--- config.mk ---
export PLATFORM = sky130hd
export DESIGN_NAME = right_shift_pipe
export DESIGN_NICKNAME = d
export VERILOG_FILES = /design/src/rtl/right_shift_pipe_pkg.sv /design/src/rtl/right_shift_stage.sv /design/src/rtl/right_shift_pipe.sv
export SDC_FILE = /design/constraint.sdc
export NUM_CORES = 1
export LEC_CHECK = 0
export CAP_MARGIN = 30
export CORE_ASPECT_RATIO = 1.5
export CORE_UTILIZATION = 35
export CTS_CLUSTER_DIAMETER = 150
export CTS_CLUSTER_SIZE = 40
export DETAILED_ROUTE_END_ITERATION = 6
export SETUP_SLACK_MARGIN = 0.3
export SYNTH_ARGS = -nofsm -noshare
export SYNTH_HDL_FRONTEND = slang
export SYNTH_SLANG_ARGS = --single-unit
export TNS_END_PERCENT = 30
--- constraint.sdc ---
create_clock -name clk -period 1.36 [get_ports clk]
set_input_delay 0.204 -clock clk [delete_from_list [all_inputs] [get_ports clk]]
set_output_delay 0.204 -clock clk [all_outputs]
set_load 0.05 [all_outputs]
--- src/rtl/right_shift_pipe_pkg.sv ---
// Shared definitions for the pipelined right shifter.
// Provides the width-to-stage-count helper and the default geometry.
package right_shift_pipe_pkg;

    localparam int DEFAULT_WIDTH = 8;

    function automatic int clog2(input int n);
        int r;
        r = 0;
        while ((1 << r) < n) r++;
        return r;
    endfunction

    localparam int DEFAULT_STAGES = clog2(DEFAULT_WIDTH);

endpackage

--- src/rtl/right_shift_stage.sv ---
// One registered log-stage of the right shifter.
// When selected, it shifts right by a fixed amount and fills the vacated MSBs.
module right_shift_stage
    import right_shift_pipe_pkg::*;
#(
    parameter int width = DEFAULT_WIDTH,
    parameter int amt   = 1,
    parameter int rem_w = DEFAULT_STAGES
) (
    input  logic             clk,
    input  logic             rst_n,
    input  logic             i_ready,
    input  logic             i_valid,
    input  logic [width-1:0] i_data,
    input  logic             i_fill,
    input  logic             i_sel,
    input  logic [rem_w-1:0] i_rem,
    output logic             o_valid,
    output logic [width-1:0] o_data,
    output logic             o_fill,
    output logic [rem_w-1:0] o_rem
);

    logic             r_valid;
    logic [width-1:0] r_data;
    logic             r_fill;
    logic [rem_w-1:0] r_rem;
    logic [width-1:0] w_shifted;

    assign w_shifted = i_sel ? {{amt{i_fill}}, i_data[width-1:amt]} : i_data;

    // NOTE: non-blocking assignments so every stage samples its upstream's pre-edge value.
    always_ff @(posedge clk) begin
        if (!rst_n) begin
            // NOTE: data is cleared as well as valid so oBits reads 0 after reset.
            r_valid <= 1'b0;
            r_data  <= '0;
            r_fill  <= 1'b0;
            r_rem   <= '0;
        end else if (i_ready) begin
            r_valid <= i_valid;
            r_data  <= w_shifted;
            r_fill  <= i_fill;
            r_rem   <= i_rem;
        end
    end

    assign o_valid = r_valid;
    assign o_data  = r_data;
    assign o_fill  = r_fill;
    assign o_rem   = r_rem;

endmodule

--- src/rtl/right_shift_pipe.sv ---
// Pipelined logical/arithmetic right shifter, one stage per shift bit,
// with valid/ready handshakes on the producer and consumer sides.
module right_shift_pipe
    import right_shift_pipe_pkg::*;
#(
    parameter int width = DEFAULT_WIDTH
) (
    input  logic                    clk,
    input  logic                    rst_n,
    input  logic [width-1:0]        iBits,
    input  logic [clog2(width)-1:0] shift,
    input  logic                    arith,
    input  logic                    iValid,
    output logic                    iReady,
    output logic [width-1:0]        oBits,
    output logic                    oValid,
    input  logic                    oReady
);

    localparam int STAGES = clog2(width);

    // Index 0 is the input side; index k+1 is the output of stage k.
    logic [width-1:0]  w_data [0:STAGES];
    logic [STAGES-1:0] w_rem  [0:STAGES];
    logic              w_fill [0:STAGES];
    logic [STAGES:0]   w_valid;
    logic [STAGES-1:0] w_ready;

    assign w_data[0]  = iBits;
    assign w_rem[0]   = shift;
    assign w_fill[0]  = arith & iBits[width-1];
    assign w_valid[0] = iValid;

    // Stage k may load when it is empty or everything downstream can move.
    always_comb begin : ready_chain
        logic w_down;
        w_down = oReady;
        for (int k = STAGES - 1; k >= 0; k--) begin
            w_down     = w_down | ~w_valid[k+1];
            w_ready[k] = w_down;
        end
    end

    for (genvar k = 0; k < STAGES; k++) begin : g_stage
        right_shift_stage #(
            .width (width),
            .amt   (1 << k),
            .rem_w (STAGES)
        ) u_stage (
            .clk     (clk),
            .rst_n   (rst_n),
            .i_ready (w_ready[k]),
            .i_valid (w_valid[k]),
            .i_data  (w_data[k]),
            .i_fill  (w_fill[k]),
            .i_sel   (w_rem[k][0]),
            .i_rem   (w_rem[k] >> 1),
            .o_valid (w_valid[k+1]),
            .o_data  (w_data[k+1]),
            .o_fill  (w_fill[k+1]),
            .o_rem   (w_rem[k+1])
        );
    end

    assign iReady = w_ready[0];
    assign oBits  = w_data[STAGES];
    assign oValid = w_valid[STAGES];

endmodule

# Word level (Yosys, flattened, before mapping)
# Cells that the tools add are included.
dict set report word_totals {
  ff_bits 32
  latch_bits 0
  ram_bits 0
  mem_bits_ro 0
  inputBits 16
  out_inout_bits 10
  elab_cells 20
  mem_count 0
}
dict set report classes {
  n_addsub 0
  multipliers 0
  div_mod_pow 0
  n_lt_le_gt_ge 0
  n_eq_ne 0
  shift 0
  mux 3
  bitwise 7
  reduce_logical 0
}
# op count
set op_table {}
lappend op_table {{8-bit 2-to-1 mux} 3}
lappend op_table {{1-bit NOT} 3}
lappend op_table {{1-bit OR} 3}
lappend op_table {{1-bit bitwise AND} 1}

# Logic depth before layout (Yosys ltp)
dict set report depth {
  depth_word 4
  depth_mapped 6
  mapped_depth_nobuf 4
}

# By module
# From an unflattened synthesis, not the netlist that was laid out.
dict set report unflattened {
  cells_unflattened 159
  hier_area_um2 1625.3
}
# mod n_inst cells_per_inst area_per_inst_um2 seq_area_each_um2
set modules_own_cells {}
lappend modules_own_cells {{right_shift_stage (g_stage[0].u_stage ...)} 2 51 533.0 260.2}
lappend modules_own_cells {{right_shift_stage (g_stage[2].u_stage)} 1 52 526.8 260.2}
lappend modules_own_cells {right_shift_pipe 1 5 32.5 0.0}

# Least setup slack after synthesis
# OpenSTA, ideal clock, no wires.
dict set report synth_timing {
  path_type {reg-to-reg}
  from {reg g_stage[2].u_stage.r_valid}
  to {reg g_stage[0].u_stage.r_data[0]}
  setup_time_ps 116
  t_arrival_ps 1443
  t_required_ps 1244
  path_slack_ps -199
  stages_incl_launch_ff 6
  n_path_buf 2
  synth_period_minus_slack_ps 1559
  path_cell_list {dfxtp_1 > and4b_1 > buf_6 > inv_6 > buf_8 > o211a_1}
}
dict set report synth_via {
  elab_chain_len 4
}
# element line
set synth_rtl {}
lappend synth_rtl {{start, declared} right_shift_stage.sv:24} ;# logic r_valid;
lappend synth_rtl {{start signal, assigned} right_shift_stage.sv:41} ;# r_valid <= i_valid;
lappend synth_rtl {{1-bit NOT} right_shift_pipe.sv:39} ;# w_down = w_down | ~w_valid[k+1];
lappend synth_rtl {{1-bit OR (3 in series)} right_shift_pipe.sv:39}
lappend synth_rtl {{net iReady} right_shift_pipe.sv:14} ;# output logic iReady,
lappend synth_rtl {{end signal, assigned} right_shift_stage.sv:42} ;# r_data <= w_shifted;
lappend synth_rtl {{end, declared} right_shift_stage.sv:25} ;# logic [width-1:0] r_data;
# The timed path passes the listed nets, and every way through them passes these cells.
# A chain may end at the register's enable or synchronous reset.

# Worst setup path in the final report
dict set report layout_timing {
  from {reg g_stage[2].u_stage.r_valid}
  to {out iReady}
}
dict set report layout_via {
  elab_chain_len 4
}
# element line
set layout_rtl {}
lappend layout_rtl {{1-bit NOT} right_shift_pipe.sv:39}
lappend layout_rtl {{1-bit OR (3 in series)} right_shift_pipe.sv:39}
lappend layout_rtl {{end, declared} right_shift_pipe.sv:14}
# No other way between the ends.

==> metrics.cfg <==
[floorplan]
initial_core_util = 0.375
die_height_um = 79.6
core_area_um2 = 3750
io_pins = 26
fp-row-count = 27
dieArea_um2 = 4280
die_width_um = 53.8

[setup_path]
crit_family = flip-flops
crit_arrival_ns = 1.09
endpoint_kind = output pin
slowest_stage = dfxtp_4
cp.buffers_inverters = 2
cp.depth = 3
path_cells = and4b_2, inv_6, buf_12
critPathKind = register to output pin
rr_worst_depth = 5
max_stage_delay_ns = 0.35
required_ns = 1.16
worstSetupStartpointType = register
cp_max_fo = 2

[clocking]
clk_path_buf_depth = 2
cts_tree = yes
ctsHoldBuffers = 0
htreeDepth = 2
clkSinkCount = 32
cts_root_buffer = clkbuf_8
clk_pin_slew_ns = 0.06
cts_buffers = 5
clk_latency_ns = 0.28

[layout]
layout-drive-gt1-share = 0.188
area_growth_pct = 38.9
fin_nets = 185
diodes = 0
fin_util = 0.521
num-fill-cells = 358
design_area_um2 = 1950

[sta]
maxSlewViolCount = 0
fmax_ghz = 0.771
post-route-min-period_ns = 1.30
maxSlewHeadroom = 0.904
worstMarginPinSlew_ns = 0.141
final_hold_viol_count = 0
rsz0062_at_grt = true
fin_hold_ws_ns = 0.470
setup_viol = 0
finalCritPeriodShare = 0.954
skew_ns = 0.00399
setup_slack_ns = 0.0632

[pwr]
power_mw = 2.06
p_leak_nw = 0.980
ir_worst_vdd_v = 0.000743
powerDensity_nw_per_um2 = 1050

[hold_path]
min_path_type = register to register
hold_depth = 2

[global_route]
antenna_found_initial = 0
gr-usage-all-layers = 0.150
grt_pass1_vias = 1107
grt_pass1_wl_mm = 4.60
grt_max_degree = 33
globalRouteOverflowTotal = 0

[routing]
drt_iter0_markers = 9
routed_via_density = 5.05
wl_per_cell_um = 12.4
wl_mm = 2.63
ant_nets = 0
drt_first_pass_iters = 4
drc = 0
vias = 1075

[placement]
pre_cts_slack_ns = -0.0933
dp_hpwl_mm = 1.92
io_buffers = 25
dpl_cell_area_um2 = 1850
place.gp.congestion = 0.713

[yosys]
yosys_warnings = 0
synth_top_area_share = 0.456
synth_largest_area_cell = dfxtp_1
ys_seq_area_frac = 0.456
netlist_instances = 138
ys_top_cells_by_area = dfxtp_1, mux2i_1, o211a_1
synth.cell_area_um2 = 1410
synth-seq-cells = 32
synth.distinct_cells = 21
syn_nets = 154
synth_area_per_cell_um2 = 10.2

[outcome]
status = finished clean

[run]
maxCapViolCount = 0

cells in the final DEF, fill, tap and decap left out:
master / synthesis / final
buf_12: 0 / 13
clkdlybuf4s50_1: 0 / 14
a21boi_0: 5 / 5
dfxtp_4: 0 / 1
and4b_2: 0 / 1
a21oi_1: 4 / 4
nand2_1: 25 / 25
clkbuf_1: 4 / 2
o21a_1: 1 / 1
dfxtp_1: 32 / 29
nand3_1: 2 / 2
a21boi_1: 1 / 1
dfxtp_2: 0 / 2
nor2b_1: 2 / 2
nand3b_2: 1 / 1
dlygate4sd2_1: 0 / 1
o211a_1: 19 / 19
o21ai_0: 4 / 4
inv_6: 1 / 1
buf_4: 0 / 7
nand2b_1: 2 / 2
inv_1: 2 / 2
mux2i_1: 25 / 25
clkbuf_8: 0 / 6
where the power goes:
group          total (mW)  internal, mW  leakage (nW)  switching [mW]
Sequential           1.03         0.990         0.265          0.0390
Clock               0.722         0.412        0.0455           0.310
Combinational       0.310         0.176         0.669           0.134
worst register-to-register path, stage by stage, from the launching register on:
cell and delay, ns:
dfxtp_4 0.34, and4b_2 0.25, inv_6 0.07, buf_4 0.20, nand3_1 0.10, a21boi_0 0.16
flip-flops by register name, summed over array words and instances (netlist names):
signal                   cells
g_stage.u_stage.o_data      24
g_stage.u_stage.o_fill       2
g_stage.u_stage.o_rem        3
g_stage.u_stage.o_valid      3
area by class of cell:
class	instances	area [um2]	share of cell area
Multi-Input combinational cell	92	684	0.350
Sequential cell	32	647	0.331
Timing Repair Buffer	35	462	0.236
Clock buffer	8	90.1	0.0461
Tap cell	43	53.8	0.0275
Inverter	3	16.3	0.00833
routing by layer:
metal	GRT usage	vias up	routed length, um
li1	-	545	-
met1	0.152	512	1080
met2	0.259	12	1400
met3	0.0629	6	104
met4	0.0632	0	50
met5	0	-	0
logic make-up after synthesis:
family,after synthesis,synth area share
AOI/OAI and AO/OA,34,0.201
and+or+nand+nor,33,0.107
DFF,32,0.456
muxes,25,0.178
buffers and inverters,14,0.0587
synthesized netlist by cell type:
library cell  number
a21boi_0           5
a21boi_1           1
a21oi_1            4
and4b_1            1
buf_2              4
buf_6              1
buf_8              1
clkbuf_1           4
clkbuf_2           1
dfxtp_1           32
inv_1              2
inv_6              1
mux2i_1           25
nand2_1           25
nand2b_1           2
nand3_1            2
nand3b_2           1
nor2b_1            2
o211a_1           19
o21a_1             1
o21ai_0            4
worst paths after layout:
| kind | slack [ns] | to | start |
|---|---|---|---|
| max | 0.06 | iReady | g_stage[2].u_stage.o_valid$_SDFFE_PN0P_ |
| min | 0.47 | g_stage[1].u_stage.o_valid$_SDFFE_PN0P_ | g_stage[0].u_stage.o_valid$_SDFFE_PN0P_ |
| max reg2reg | 0.16 | g_stage[0].u_stage.o_data[7]$_SDFFE_PN0P_ | g_stage[2].u_stage.o_valid$_SDFFE_PN0P_ |
| min reg2reg | 0.47 | g_stage[1].u_stage.o_valid$_SDFFE_PN0P_ | g_stage[0].u_stage.o_valid$_SDFFE_PN0P_ |
stage by stage:
| stage | setup TNS, ns | instances |
|---|---|---|
| 6_report | 0 | 213 |
| 5_1_grt | 0 | 213 |
| 4_1_cts | 0 | 213 |
| 3_3_place_gp | -0.742 | 203 |
| 3_5_place_dp | -0.816 | 203 |
| 2_1_floorplan | 0 | 138 |
repair_timing:
action	CTS	global route
gates resized for setup	4	0
cloned	0	0
setup buffers	2	0
endpoints found under the setup margin	23	32
pin swaps	1	0
Power figures use the tool's default switching activity.
